`src/rtl/chip8_pkg.sv`:
```
// chip8_pkg: keypad geometry and physical-to-CHIP-8 key mapping
// shared by the keypad matrix scanner and its debounce cells.
package chip8_pkg;

   localparam int KEY_ROWS = 4;
   localparam int KEY_COLS = 4;

   typedef logic [3:0] key_idx_t;

   localparam key_idx_t KEYPAD_MAP [KEY_ROWS][KEY_COLS] = '{
      '{4'h1, 4'h2, 4'h3, 4'hC},
      '{4'h4, 4'h5, 4'h6, 4'hD},
      '{4'h7, 4'h8, 4'h9, 4'hE},
      '{4'hA, 4'h0, 4'hB, 4'hF}
   };

   function automatic logic [KEY_COLS-1:0] col_drive(
      input logic [1:0] col
   );
      col_drive = ~(4'b0001 << col);
   endfunction

endpackage

```
`src/rtl/chip8_key_debounce.sv`:
```
// chip8_key_debounce: one key's stable state, flip counter and change pulse.
// KEYSCAN_DEBOUNCE_EN builds the counter; otherwise samples pass straight in.
module chip8_key_debounce
   import chip8_pkg::*;
#(
   parameter int DEBOUNCE_SCANS = 4
) (
   input  logic clk,
   input  logic reset,
   input  logic en_i,
   input  logic smp_i,
   output logic stable_o,
   output logic change_o
);

   logic stable_q, stable_d;
   logic change_q, change_d;

`ifdef KEYSCAN_DEBOUNCE_EN
   localparam int CW = $clog2(DEBOUNCE_SCANS + 1);

   logic [CW-1:0] cnt_q, cnt_d;

   // count consecutive disagreeing samples, flip on the last one
   always_comb begin
      stable_d = stable_q;
      cnt_d    = cnt_q;
      change_d = 1'b0;
      if (en_i) begin
         if (smp_i == stable_q) begin
            cnt_d = '0;
         end else if (32'(cnt_q) + 1 < DEBOUNCE_SCANS) begin
            cnt_d = cnt_q + 1'b1;
         end else begin
            stable_d = smp_i;
            cnt_d    = '0;
            change_d = 1'b1;
         end
      end
   end

   // disagreement counter register
   always_ff @(posedge clk or negedge reset) begin
      if (!reset) cnt_q <= '0;
      else        cnt_q <= cnt_d;
   end
`else
   // every differing sample becomes the new stable state
   always_comb begin
      stable_d = stable_q;
      change_d = 1'b0;
      if (en_i && (smp_i != stable_q)) begin
         stable_d = smp_i;
         change_d = 1'b1;
      end
   end
`endif

   // stable state and one-cycle change pulse
   always_ff @(posedge clk or negedge reset) begin
      if (!reset) begin
         stable_q <= 1'b0;
         change_q <= 1'b0;
      end else begin
         stable_q <= stable_d;
         change_q <= change_d;
      end
   end

   assign stable_o = stable_q;
   assign change_o = change_q;

endmodule

```
`src/rtl/chip8_keymatrix_scan.sv`:
```
// chip8_keymatrix_scan: 4x4 hex keypad column scanner with per-key debounce.
// Define KEYSCAN_DEBOUNCE_EN to build the debounce counters.
module chip8_keymatrix_scan
   import chip8_pkg::*;
#(
   parameter int SCAN_DIV       = 1000,
   parameter int DEBOUNCE_SCANS = 4
) (
   input  logic                clk,
   input  logic                reset,
   input  logic [KEY_ROWS-1:0] row_n,
   output logic [KEY_COLS-1:0] col_n,
   output logic [15:0]         keys_raw,
   output logic [15:0]         key_change,
   output logic                frame_done
);

   localparam int DW = $clog2(SCAN_DIV);

   logic [KEY_ROWS-1:0] sync1_q, sync2_q;
   logic [DW-1:0]       dwell_q, dwell_d;
   logic [1:0]          col_q, col_d;
   logic                frame_q, frame_d;
   logic                sample_pt;
   logic [KEY_ROWS-1:0] pressed;

   logic [KEY_ROWS*KEY_COLS-1:0] st_rc;
   logic [KEY_ROWS*KEY_COLS-1:0] chg_rc;

   // two-flop synchronizer, reset to released rows
   always_ff @(posedge clk or negedge reset) begin
      if (!reset) begin
         sync1_q <= '1;
         sync2_q <= '1;
      end else begin
         sync1_q <= row_n;
         sync2_q <= sync1_q;
      end
   end

   assign pressed   = ~sync2_q;
   assign sample_pt = (dwell_q == DW'(SCAN_DIV - 1));

   // dwell/column advance and end-of-frame strobe
   always_comb begin
      dwell_d = dwell_q + 1'b1;
      col_d   = col_q;
      frame_d = 1'b0;
      if (sample_pt) begin
         dwell_d = '0;
         col_d   = col_q + 2'd1;
         frame_d = (col_q == 2'd3);
      end
   end

   // scan position registers
   always_ff @(posedge clk or negedge reset) begin
      if (!reset) begin
         dwell_q <= '0;
         col_q   <= '0;
         frame_q <= 1'b0;
      end else begin
         dwell_q <= dwell_d;
         col_q   <= col_d;
         frame_q <= frame_d;
      end
   end

   assign col_n      = col_drive(col_q);
   assign frame_done = frame_q;

   for (genvar r = 0; r < KEY_ROWS; r++) begin : g_row
      for (genvar c = 0; c < KEY_COLS; c++) begin : g_col
         chip8_key_debounce #(
            .DEBOUNCE_SCANS(DEBOUNCE_SCANS)
         ) u_db (
            .clk     (clk),
            .reset   (reset),
            .en_i    (sample_pt && (col_q == 2'(c))),
            .smp_i   (pressed[r]),
            .stable_o(st_rc[r*KEY_COLS+c]),
            .change_o(chg_rc[r*KEY_COLS+c])
         );
      end
   end

   // route matrix positions to CHIP-8 key numbers
   always_comb begin
      keys_raw   = '0;
      key_change = '0;
      for (int r = 0; r < KEY_ROWS; r++) begin
         for (int c = 0; c < KEY_COLS; c++) begin
            keys_raw[KEYPAD_MAP[r][c]]   = st_rc[r*KEY_COLS+c];
            key_change[KEYPAD_MAP[r][c]] = chg_rc[r*KEY_COLS+c];
         end
      end
   end

endmodule

```
`config.mk`:
```
export PLATFORM = sky130hd
export DESIGN_NAME = chip8_keymatrix_scan
export DESIGN_NICKNAME = d
export VERILOG_FILES = /design/src/rtl/chip8_pkg.sv /design/src/rtl/chip8_key_debounce.sv /design/src/rtl/chip8_keymatrix_scan.sv
export SDC_FILE = /design/constraint.sdc
export NUM_CORES = 1
export LEC_CHECK = 0
export ABC_AREA = 1
export CORE_MARGIN = 2
export CORE_UTILIZATION = 50
export CTS_CLUSTER_SIZE = 14
export DETAILED_ROUTE_END_ITERATION = 10
export PLACE_DENSITY = 0.83
export SLEW_MARGIN = 20
export SYNTH_ARGS = -nofsm -noshare
export SYNTH_HDL_FRONTEND = slang
export SYNTH_HIERARCHICAL = 1
export SYNTH_SLANG_ARGS = --single-unit
```
`constraint.sdc`:
```
create_clock -name clk -period 3.1 [get_ports clk]
set_clock_uncertainty 0.2 [all_clocks]
set_input_delay 0.93 -clock clk [delete_from_list [all_inputs] [get_ports clk]]
set_output_delay 0.93 -clock clk [all_outputs]
set_load 0.02 [all_outputs]
```
==> impl_metrics.tcl <==
set metrics [dict create \
    syn_inst 250 \
    drive_above_1_share 0.120 \
    yosysUniqueCellTypes 18 \
    post-dp-hpwl_um 2890 \
    arrival_ps 1680 \
    avgSynthCellArea_um2 8.95 \
    rsz0062_at_grt "false" \
    cts_tree "yes" \
    cp_slowest_cell "clkdlybuf4s50_1" \
    path_clk_slew_ps 90 \
    grt_pass1_vias 1639 \
    p_leak_nw 1.27 \
    min_path_type "flop to flop" \
    required_ps 1970 \
    grt_pass1_wl_um 7180 \
    port_buffers 42 \
    ctsResizeCount 0 \
    power_density_mw_per_mm2 399 \
    synth_seq_cells 53 \
    r2r_setup_slack_ps 910 \
    wire_per_inst_um 11.5 \
    period_share 0.905 \
    finalHoldViolCount 0 \
    clock_path_buffers 2 \
    finalMaxSlewViolations 0 \
    die_y_um 70.9 \
    ios 43 \
    clock_latency_ps 300 \
    ys_seq_area_frac 0.597 \
    crit_fanout 4 \
    core_mm2 0.00432 \
    route.detailed.drc 0 \
    peakVddDrop_mv 0.219 \
    gr-total-overflow 0 \
    setup_viol 0 \
    cts-htree-levels 2 \
    antenna_found_initial 0 \
    grt_max_degree 54 \
    critPathMaxStageDelay_ps 590 \
    status "finished, final reports clean" \
    finish.utilization 0.651 \
    netlist_area_mm2 0.00224 \
    grt_use_total 0.182 \
    relSlewSlack 0.458 \
    final_antenna_net_count 0 \
    yosys_warnings 6 \
    cp_common_cell "inv_1" \
    path_cells "inv_1 > ha_1 > inv_1 > clkdlybuf4s50_1" \
    start_kind "flop" \
    critPathBufInv 3 \
    yosys.area.top_type "dfrtp_1" \
    tns_ps 0 \
    die_area_mm2 0.00503 \
    wl_um 4050 \
    vias 1706 \
    cts_num_sinks 53 \
    root_buffer "clkbuf_8" \
    endpoint_kind "output pin" \
    post-route-min-period_ps 2810 \
    postSynthNetCount 261 \
    synth.area.top_cells "dfrtp_1, nand2_1, dfstp_2, inv_1, nor2_1" \
    area_growth_pct 25.8 \
    antenna_cells 0 \
    cts_setup_buffers 0 \
    critPathKind "flop to output pin" \
    synth_top_area_frac 0.503 \
    worstMarginPinSlew_ps 809 \
    fp-row-count 24 \
    clock.fmax_mhz 356 \
    first_iter_violations 162 \
    cts_hold_buf 0 \
    via_per_inst 4.83 \
    final_nets 311 \
    place.gp.congestion 0.868 \
    die_x_um 70.9 \
    start_util 0.517 \
    maxCapViolations 0 \
    cp_top_family "buffers and inverters" \
    first_pass_iters 4 \
    cts_buffers 5 \
]
==> report_power, final <==
group	leakage [nW]	switching [mW]	internal, mW	total (mW)
Combinational	0.527	0.0263	0.00814	0.0344
Clock	0.0455	0.206	0.182	0.388
Sequential	0.699	0.00138	0.700	0.701
Total	1.27	0.234	0.891	1.12
==> Yosys cell counts, drive strengths merged <==
| cell type | instances |
|---|---|
| nand2 | 69 |
| nand3 | 9 |
| dfstp | 8 |
| o21ai | 16 |
| dfrtp | 45 |
| ha | 5 |
| nor2 | 52 |
| o21bai | 1 |
| nor3 | 2 |
| xor2 | 2 |
| nand4 | 2 |
| inv | 37 |
| a21oi | 2 |
==> sequential cells by signal, summed over array words and instances (netlist names) <==
signal,flops
sync1_q,4
g_row.g_col.u_db/stable_o,16
sync2_q,4
col_q,2
frame_done,1
g_row.g_col.u_db/change_o,16
dwell_q,10
==> kinds of logic (layout without fill, tap and decap cells) <==
| family | count (synthesis) | in the layout | share of synthesized area |
|---|---|---|---|
| compound gates | 19 | 19 | 0.0436 |
| xor+xnor | 2 | 2 | 0.00783 |
| fa+ha+maj | 5 | 5 | 0.0280 |
| buf+inv | 37 | 88 | 0.0621 |
| flops | 53 | 53 | 0.597 |
| simple gates | 134 | 134 | 0.261 |
==> worst paths after layout <==
path                             from                               to  depth (start not counted)
max                          col_q[0]                         col_n[2]                          4
min                        sync1_q[1]                       sync2_q[1]                          0
max reg2reg                dwell_q[0]  g_row[3].g_col[3].u_db/stable_o                          7
min reg2reg                sync1_q[1]                       sync2_q[1]                          0
max in group asynchronous       reset  g_row[3].g_col[1].u_db/stable_o                          2
min in group asynchronous       reset  g_row[2].g_col[3].u_db/change_o                          2
==> layer usage <==
metal	part of all wire	vias to the layer above	global-route usage
met5	0	-	0
met4	0.020	0	0.0650
met3	0.054	12	0.0556
met2	0.51	50	0.320
met1	0.42	795	0.210
li1	-	849	-
==> layout make-up <==
type | instances | area (um2)
Clock buffer | 8 | 90.1
Timing Repair Buffer | 43 | 423
Fill cell | 350 | 1510
Multi-Input combinational cell | 160 | 762
Sequential cell | 53 | 1340
Inverter | 37 | 139
Tap cell | 52 | 65.1
==> cell usage in the layout (no fill, tap or decap) <==
cell type	netlist	layout
nand2_1	68	68
dfrtp_1	45	45
clkdlybuf4s50_1	0	41
inv_1	36	36
nor2_1	35	35
nor2_2	16	16
o21ai_1	16	16
nand3_1	8	8
dfstp_2	8	8
clkbuf_8	0	6
ha_1	5	5
nand4_1	2	2
nor3_1	2	2
a21oi_1	2	2
xor2_1	2	2
clkbuf_1	0	2
nand2_2	1	1
nor2_4	1	1
nand3_4	1	1
o21bai_1	1	1
inv_2	1	1
buf_2	0	1
buf_4	0	1
==> through the flow <==
step	setup slack [ps]	instances	hold WS, ps	area (um2)	power, mW
5_1_grt	194	353	163	2820	1.17
3_5_place_dp	620	345	149	2730	0.750
2_1_floorplan	1190	250	145	2240	0.727
4_1_cts	279	353	162	2820	1.14
3_3_place_gp	676	345	146	2730	0.749
6_report	294	353	160	2820	1.12
No activity file was read; power rests on OpenSTA's default activity.
